File: src/rtl/led_proto_pkg.sv
// led_proto_pkg: timing defaults, pixel width and receiver states shared by both ends of the LED string link
package led_proto_pkg;
  localparam int T_CLK_NS      = 50;
  localparam int T_HIGH_MIN_NS = 150;
  localparam int T_THRESH_NS   = 600;
  localparam int T_HIGH_MAX_NS = 1200;
  localparam int T_RESET_NS    = 50000;
  localparam int PIXEL_BITS    = 24;
  typedef enum logic [1:0] {SYNC, LOW, HIGH} rx_state_e;
  function automatic int ns_to_cycles(input int t_ns, input int clk_ns);
    return t_ns / clk_ns;
  endfunction
endpackage

File: src/rtl/sdi_sync.sv
// sdi_sync: two-flop synchronizer for the serial line with registered copy for rise/fall detection
module sdi_sync (
  input  logic clk,
  input  logic reset,
  input  logic i_sdi,
  output logic o_s,
  output logic o_rise,
  output logic o_fall
);
  logic r_meta, r_s, r_s_d;
  always_ff @(posedge clk) begin
    if (reset) begin
      r_meta <= 1'b0;
      r_s    <= 1'b0;
      r_s_d  <= 1'b0;
    end else begin
      r_meta <= i_sdi;
      r_s    <= r_meta;
      r_s_d  <= r_s;
    end
  end
  assign o_s    = r_s;
  assign o_rise = r_s & ~r_s_d;
  assign o_fall = ~r_s & r_s_d;
endmodule

File: src/rtl/led_string_rx.sv
// led_string_rx: oversampling receiver decoding LED string pulses into 24-bit pixels with latch detection
module led_string_rx
  import led_proto_pkg::*;
#(
  parameter int CLK_PERIOD_NS = T_CLK_NS,
  parameter int T_HIGH_MIN_NS = led_proto_pkg::T_HIGH_MIN_NS,
  parameter int T_THRESH_NS   = led_proto_pkg::T_THRESH_NS,
  parameter int T_HIGH_MAX_NS = led_proto_pkg::T_HIGH_MAX_NS,
  parameter int T_RESET_NS    = led_proto_pkg::T_RESET_NS
) (
  input  logic                  clk,
  input  logic                  reset,
  input  logic                  sdi,
  output logic [PIXEL_BITS-1:0] pixel_data,
  output logic                  pixel_valid,
  output logic                  frame_end,
  output logic [15:0]           pixel_count,
  output logic                  bit_err
);
  localparam int MIN = ns_to_cycles(T_HIGH_MIN_NS, CLK_PERIOD_NS);
  localparam int THR = ns_to_cycles(T_THRESH_NS, CLK_PERIOD_NS);
  localparam int MAX = ns_to_cycles(T_HIGH_MAX_NS, CLK_PERIOD_NS);
  localparam int RST = ns_to_cycles(T_RESET_NS, CLK_PERIOD_NS);
  localparam int CW  = $clog2(RST + 1);
  localparam int BW  = $clog2(PIXEL_BITS);
  localparam logic [CW-1:0] C_MIN  = CW'(MIN);
  localparam logic [CW-1:0] C_THR  = CW'(THR);
  localparam logic [CW-1:0] C_MAX  = CW'(MAX);
  localparam logic [CW-1:0] C_RST  = CW'(RST);
  localparam logic [BW-1:0] C_LAST = BW'(PIXEL_BITS - 1);
  logic w_s, w_rise, w_fall;
  rx_state_e r_state, w_state;
  logic [CW-1:0] r_cnt, w_cnt, w_cnt_inc;
  logic [BW-1:0] r_bit_cnt, w_bit_cnt;
  logic [PIXEL_BITS-1:0] r_shift, w_shift, r_pixel_data;
  logic [15:0] r_pixel_count;
  logic r_fe_done, w_fe_done, w_take, w_fe, w_err, w_pix;
  logic r_pixel_valid, r_frame_end, r_bit_err;
  sdi_sync u_sync (
    .clk   (clk),
    .reset (reset),
    .i_sdi (sdi),
    .o_s   (w_s),
    .o_rise(w_rise),
    .o_fall(w_fall)
  );
  assign w_cnt_inc = (r_cnt == C_RST) ? r_cnt : r_cnt + 1'b1;
  assign w_pix     = w_take && (r_bit_cnt == C_LAST);
  // counter holds the number of cycles already spent at the current level, so edges load 1
  always_comb begin
    w_state   = r_state;
    w_cnt     = w_cnt_inc;
    w_bit_cnt = r_bit_cnt;
    w_shift   = r_shift;
    w_fe_done = r_fe_done;
    w_take    = 1'b0;
    w_fe      = 1'b0;
    w_err     = 1'b0;
    case (r_state)
      SYNC: begin
        w_cnt = w_s ? '0 : w_cnt_inc;
        if (!w_s && w_cnt_inc == C_RST) begin
          w_state   = LOW;
          w_fe_done = 1'b1;
        end
      end
      LOW: begin
        if (w_rise) begin
          w_state = HIGH;
          w_cnt   = CW'(1);
        end else if (w_cnt_inc == C_RST && !r_fe_done) begin
          w_fe      = 1'b1;
          w_fe_done = 1'b1;
          w_err     = (r_bit_cnt != '0);
          w_bit_cnt = '0;
        end
      end
      HIGH: begin
        if (r_cnt >= C_MAX || (w_fall && r_cnt < C_MIN)) begin
          w_err     = 1'b1;
          w_state   = SYNC;
          w_cnt     = CW'(!w_s);
          w_bit_cnt = '0;
        end else if (w_fall) begin
          w_take    = 1'b1;
          w_state   = LOW;
          w_cnt     = CW'(1);
          w_fe_done = 1'b0;
          w_shift   = {r_shift[PIXEL_BITS-2:0], r_cnt >= C_THR};
          w_bit_cnt = (r_bit_cnt == C_LAST) ? '0 : r_bit_cnt + 1'b1;
        end
      end
      default: w_state = SYNC;
    endcase
  end
  always_ff @(posedge clk) begin
    if (reset) begin
      r_state       <= SYNC;
      r_cnt         <= '0;
      r_bit_cnt     <= '0;
      r_shift       <= '0;
      r_fe_done     <= 1'b0;
      r_pixel_data  <= '0;
      r_pixel_valid <= 1'b0;
      r_frame_end   <= 1'b0;
      r_bit_err     <= 1'b0;
      r_pixel_count <= '0;
    end else begin
      r_state       <= w_state;
      r_cnt         <= w_cnt;
      r_bit_cnt     <= w_bit_cnt;
      r_shift       <= w_shift;
      r_fe_done     <= w_fe_done;
      r_pixel_valid <= w_pix;
      r_frame_end   <= w_fe;
      r_bit_err     <= w_err;
      if (w_pix) r_pixel_data <= w_shift;
      // the total stays visible for the frame_end cycle, even when a partial pixel errors with it
      r_pixel_count <= (r_frame_end || (w_err && !w_fe)) ? '0 :
                       (w_pix && r_pixel_count != '1) ? r_pixel_count + 1'b1 : r_pixel_count;
    end
  end
  assign pixel_data  = r_pixel_data;
  assign pixel_valid = r_pixel_valid;
  assign frame_end   = r_frame_end;
  assign bit_err     = r_bit_err;
  assign pixel_count = r_pixel_count;
endmodule

File: config.mk
export PLATFORM = sky130hd
export DESIGN_NAME = led_string_rx
export DESIGN_NICKNAME = d
export VERILOG_FILES = /design/src/rtl/led_proto_pkg.sv /design/src/rtl/sdi_sync.sv /design/src/rtl/led_string_rx.sv
export SDC_FILE = /design/constraint.sdc
export NUM_CORES = 1
export LEC_CHECK = 0
export CORE_UTILIZATION = 35
export CTS_CLUSTER_DIAMETER = 30
export DETAILED_ROUTE_END_ITERATION = 10
export PLACE_DENSITY = 0.57
export SLEW_MARGIN = 20
export SYNTH_ARGS = -nofsm -noshare
export SYNTH_HDL_FRONTEND = slang
export SYNTH_SLANG_ARGS = --single-unit
File: constraint.sdc
create_clock -name clk -period 3.1 [get_ports clk]
set_input_delay 0.31 -clock clk [delete_from_list [all_inputs] [get_ports clk]]
set_output_delay 0.31 -clock clk [all_outputs]
set_load 0.05 [all_outputs]
# Word-level counts from Yosys, hierarchy flattened
# Cells that the tools add are included.
# word_totals
reg_bits,88
latch_bits,0
mem_bits_rw,0
rom_bits,0
n_memories,0
# classes
add_sub_neg,3
mul,0
n_div,0
magnitude_cmp,3
eq_ne,13
shifts,0
n_mux,36
bitwise,4
reduce_logical,19
# op_table
operator,n
24-bit 2-to-1 mux,3
10-bit 2-to-1 mux,5
10-bit one-hot mux with 3 select lines,1
5-bit 2-to-1 mux,5
"10-bit equality test, second input constant",2
"16-bit by 1-bit adder with 16-bit output, second input constant",1
"16-bit != test, second input constant",1
1-bit 2-to-1 mux,14
"10-bit by 1-bit adder with 10-bit output, second input constant",1
"10-bit by 4-bit greater-or-equal comparator with 1-bit output, second input constant",1
"10-bit by 5-bit greater-or-equal comparator with 1-bit output, second input constant",1
"10-bit by 2-bit < comparator with 1-bit output, second input constant",1
"2-bit != test, second input constant",5
5-bit one-hot mux with 2 select lines,1
2-bit 2-to-1 mux,4
1-bit logical AND,6
2-bit one-hot mux with 3 select lines,1
6-bit AND reduction,1
"5-bit by 1-bit adder with 5-bit output, second input constant",1
"5-bit equality test, second input constant",1
5-bit nonzero test,1
4-bit AND reduction,1
1-bit logical NOT,3
"3-bit != test, second input constant",1
other kinds (13),16

# Logic depth before layout (Yosys ltp)
# logic_depth
word_depth,11
ltp_mapped,10
mapped_depth_nobuf,9

# Cells and area by module
# A second synthesis with hierarchy kept.
# hier_totals
hier_cells,471
hier_area_um2,3837.4
# by_module_without_submodules
mod,instances,cells_each,area_per_inst_um2,seq_area_each_um2
led_string_rx,1,463,3746.1,1681.6
sdi_sync,1,8,91.3,60.1

# Least setup slack after synthesis
# No wires, ideal clock.
# synth_timing
path_type,register -> register
startpoint,register r_cnt[0]
endpoint,register r_pixel_count[1] (netlist: pixel_count[1])
setup_time_ns,0.066
arrival_ns,2.551
required_time_ns,3.034
slack_ns,0.483
path_stages_with_launch,10
n_path_buf,1
period_less_slack_ns,2.617
cell_sequence,dfxtp_1 -> ha_1 -> nand4_4 -> or3_4 -> a221oi_2 -> o211ai_2 -> or3_1 -> a211o_1 -> buf_6 -> nor2_1
# synth_via
elab_chain_cells,11
elab_cells_between_ends,24
cone_classes,add/sub (1); order compare (2); eq/ne (2); mux (10); reduce/logical (9)
# synth_rtl
element,line_no,source
from (decl),led_string_rx.sv:33,"logic [CW-1:0] r_cnt, w_cnt, w_cnt_inc;"
from (signal assigned),led_string_rx.sv:110,r_cnt <= w_cnt;
10-bit by 1-bit adder with 10-bit output / 10-bit equality test (equally long branches),led_string_rx.sv:47,assign w_cnt_inc = (r_cnt == C_RST) ? r_cnt : r_cnt + 1'b1;
10-bit 2-to-1 mux,led_string_rx.sv:47,
10-bit equality test,led_string_rx.sv:71,end else if (w_cnt_inc == C_RST && !r_fe_done) begin
1-bit logical AND,led_string_rx.sv:71,
1-bit 2-to-1 mux,led_string_rx.sv:71,
1-bit 2-to-1 mux,led_string_rx.sv:68,if (w_rise) begin
1-bit 2-to-1 mux,led_string_rx.sv:59,case (r_state)
1-bit logical NOT,led_string_rx.sv:119,r_pixel_count <= (r_frame_end || (w_err && !w_fe)) ? '0 :
1-bit logical AND,led_string_rx.sv:119,
1-bit logical OR,led_string_rx.sv:119,
2-bit OR reduction (no source line),-,
to (signal assigned),led_string_rx.sv:119,
to (decl),led_string_rx.sv:36,logic [15:0] r_pixel_count;
# Several ways; a longest one is shown, not always the timed one.
# A chain may end at the register's enable or synchronous reset.

# Final worst setup path
# layout_timing
startpoint,register r_cnt[0]
endpoint,register r_bit_cnt[0]
# layout_via
elab_chain_cells,6
elab_cells_between_ends,14
cone_classes,add/sub (1); order compare (2); eq/ne (4); mux (3); reduce/logical (4)
# layout_rtl
element,line_no,source
10-bit by 1-bit adder with 10-bit output / 10-bit equality test (equally long branches),led_string_rx.sv:47,
10-bit 2-to-1 mux,led_string_rx.sv:47,
10-bit equality test,led_string_rx.sv:71,
1-bit logical AND,led_string_rx.sv:71,
2-bit != test (no source line),-,
4-bit AND reduction (no source line),-,
to (signal assigned),led_string_rx.sv:111,r_bit_cnt <= w_bit_cnt;
to (decl),led_string_rx.sv:34,"logic [BW-1:0] r_bit_cnt, w_bit_cnt;"
# Several ways; a longest one is shown, not always the timed one.

==> tab_implementation.tex <==
\begin{tabular}{lr}
\hline
Metric & Value \\
\hline
\multicolumn{2}{l}{\textbf{Outcome}} \\
Status & complete, no violations \\
\multicolumn{2}{l}{\textbf{GRT}} \\
Number of global-route vias before repair & 3113 \\
Number of antenna violations at the first check in global routing & 0 \\
Overflow left after global routing & 0 \\
Combined global-route utilization of all metal layers & 15.9\% \\
First-pass GRT wire length & 14.9 mm \\
Pin count of the biggest net entering global routing & 51 \\
\multicolumn{2}{l}{\textbf{Layout}} \\
Total number of nets in the final design & 531 \\
FILL cells & $\sim$1100 \\
Layout cells sized above 1 & 8.78\% \\
Antenna Diode Count & 0 \\
Final non-filler cell area & 4710 um\^{}2 \\
Layout-stage area growth over the synthesis result & 19.8\% \\
\multicolumn{2}{l}{\textbf{Yosys}} \\
Ranking of synthesized cells by instance count & nand2\_1 (109), dfxtp\_1 (87), a21oi\_1 (52) \\
Main combinational cell family by area after synthesis & simple AND/OR/NAND/NOR gates \\
Distinct cell type count of the synthesized netlist & 54 \\
Number of synthesized flops with an enable pin & 0 \\
Top cells by area, synth & dfxtp\_1 (44\%), nand2\_1 (10\%), a21oi\_1 (6.6\%) \\
Number of warnings printed during yosys synthesis & 0 \\
Compound-gate portion of the synthesized area & 14.9\% \\
Cell area after technology mapping & 3940 um\^{}2 \\
Net Count, Synth & 490 \\
Synth top area share & 44.2\% \\
Fraction of the mapped netlist area in adder cells & 2.86\% \\
Mean instance size in the synthesized netlist & 8.23 um\^{}2 \\
Primary FF master, synth & dfxtp\_1 \\
Async set-reset flop share out of synthesis & 0\% \\
Mux contribution to synthesized area & less than 1\% \\
Sequential-to-total area share from yosys stat & 44.2\% \\
Total of flip-flops plus latches after synthesis & 87 \\
Post-Synth XOR/XNOR Area & around 4.7\% \\
Dominant cell type by area after synthesis & dfxtp\_1 \\
Simple-gate area share of the yosys netlist & between 20 and 30\% \\
Leading cell type by number of instances after synthesis & nand2\_1 \\
Mapped Cells & 478 \\
\multicolumn{2}{l}{\textbf{Floorplanning}} \\
Count of pins on the block boundary & between 40 and 50 \\
Starting utilization of the core area & $\sim$36\% \\
Cell Rows & 38 \\
Die Wd & 108 um \\
Die span in y & 108 um \\
Standard cell core area & 10900 um\^{}2 \\
Die footprint & 11700 um\^{}2 \\
\multicolumn{2}{l}{\textbf{Placement}} \\
Routability cong. & 0.827 \\
Final HPWL DP & 5.84 mm \\
Placed Instance Area & 4510 um\^{}2 \\
Pre-CTS setup slack & about 0.18 ns \\
Quantity of I/O buffers inserted on ports & 45 \\
\multicolumn{2}{l}{\textbf{STA}} \\
Max Fclk & 355 MHz \\
Actual transition at the worst max-transition pin & 0.641 ns \\
Worst Slack Setup Final & approximately 0.28 ns \\
Tightest slew margin relative to the limit & 56.2\% \\
Clock period minus worst slack & 2.82 ns \\
Max Transition Viols Final & 0 \\
RSZ-0062 raised after global routing & no \\
Clock tree skew after final layout & 0.0111 ns \\
Number of endpoints with negative hold slack in the final report & 0 \\
\# setup viols final & 0 \\
Portion of the clock cycle consumed by the worst path in the final layout & 90.9\% \\
Setup\_tns & 0 ns \\
\multicolumn{2}{l}{\textbf{Worst setup path}} \\
Crit. Startpoint & r\_cnt[0]\$\_SDFF\_PP0\_ \\
CP arrival & 3.12 ns \\
Critical path class & reg -> reg \\
Critical path startpoint category & flip-flop \\
Worst reg2reg startpoint & r\_cnt[0]\$\_SDFF\_PP0\_ \\
Critical path peak fanout & 7 \\
Required time of the worst setup path & between 3 and 4 ns \\
Crit path capture type & flip-flop \\
\multicolumn{2}{l}{\textbf{Route}} \\
Vias after detailed routing & 3310 \\
Routed wire length & 8.37 mm \\
Number of nets still failing antenna checks after routing & 0 \\
Routed via count divided by cell count & 4.98 \\
Post-detailed-route DRC marker count & 0 \\
Drt first pass iters & 4 \\
Average wire per cell in the routed design & 12.6 um \\
DR iter-0 viols & around 210 \\
\multicolumn{2}{l}{\textbf{Hold path}} \\
Worst min-delay path class & in -> reg \\
Worst hold path startpoint & reset \\
\multicolumn{2}{l}{\textbf{Clock tree}} \\
Hold-fix buffers, CTS & 0 \\
Worst-Skew Late Latency & 0.36 ns \\
CTS Buffer Depth & 2 \\
Number of H-tree levels & 3 \\
Clock transition time at the flip-flop clock pins of the worst setup and hold paths & around 0.1 ns \\
TritonCTS clock tree & built \\
Root cell of the clock tree & clkbuf\_8 \\
CTS buffer count & 9 \\
CTS Sinks & 87 \\
\multicolumn{2}{l}{\textbf{Pwr}} \\
PD cells & 457 nW/um\^{}2 \\
Leakage power figure & 1.55 nW \\
Maximum VDD drop & 0.179 mV \\
Total power & 2.16 mW \\
\multicolumn{2}{l}{\textbf{Flow run}} \\
Number of maximum-capacitance constraint violations & 0 \\
\hline
\end{tabular}
[layout by cell type (no fill, tap or decap), drive strengths merged, types with 10 or more instances in the layout]
cell	count
clkdlybuf4s50	44
a21oi	52
dfxtp	87
nand2	109
nor2	42
o21ai	11
xnor2	11
clkbuf	10
inv	21
nand3	16
xor2	10
[through the flow]
stage	instances	util (%)	hold slack, ns
floorplan	478	-	0.414
global placement	648	41.4	0.418
detailed placement	648	41.4	0.430
CTS	664	43.3	0.293
global route	664	43.3	0.326
finish	664	43.3	0.300
[cell families after synthesis]
group	count (synthesis)
simple gates	221
xor+xnor	21
fa+ha+maj	9
flops	87
mux	3
compound gates	96
buf+inv	41
[timing repair]
action	4_1_cts	5_1_grt
setup endpoints to repair	0	9
setup buffers	0	0
resized for setup	0	1
[registers in the layout, summed over array words and instances, names as in the netlist]
name	flops
u_sync.r_meta	1
u_sync.r_s_d	1
r_bit_cnt	5
u_sync.o_s	1
bit_err	1
r_state	2
frame_end	1
r_fe_done	1
pixel_count	16
pixel_data	24
pixel_valid	1
r_shift	23
r_cnt	10
[critical path, cell delays in order, from the launching register on]
cell and delay (ns):
dfxtp_1 0.42, ha_1 0.35, nand4_4 0.14, or3_1 0.41, o31ai_1 0.26, o211ai_2 0.14
buf_4 0.18, o21ba_2 0.26, or4_1 0.47, a21oi_1 0.14
[power by group]
group / internal [mW] / switching, mW / total (mW) / leakage (nW)
Sequential: 1.13 / 0.0217 / 1.15 / 0.702
Clock: 0.386 / 0.430 / 0.816 / 0.0994
Combinational: 0.0712 / 0.113 / 0.184 / 0.753
[worst paths after layout]
| check | slack, ns | end | cells past startpoint |
|---|---|---|---|
| min | 0.30 | u_sync.r_s_d$_SDFF_PP0_ | 2 |
| max reg2reg | 0.28 | r_bit_cnt[0]$_SDFFE_PP0P_ | 9 |
| min reg2reg | 0.44 | u_sync.o_s$_SDFF_PP0_ | 1 |
| max | 0.28 | r_bit_cnt[0]$_SDFFE_PP0P_ | 9 |
[routing by layer]
layer  part of all wire, %  wire length, um  GRT usage [%]
met2                    45             3800           24.9
met3                   3.7              308           4.46
met5                     0                0              0
met1                    50             4180           21.7
met4                  0.90               75           3.23
[cell type report]
type	instances	area, um^2	share of cell area (%)
clock buffers	10	128	2.71
multi-input cells	350	2020	42.9
repair buffers	53	505	10.7
well taps	140	175	3.72
inverters	18	67.6	1.43
flip-flops and latches	87	1740	36.9
clock inverters	6	75.1	1.59
(Power assumes the default switching activity.)
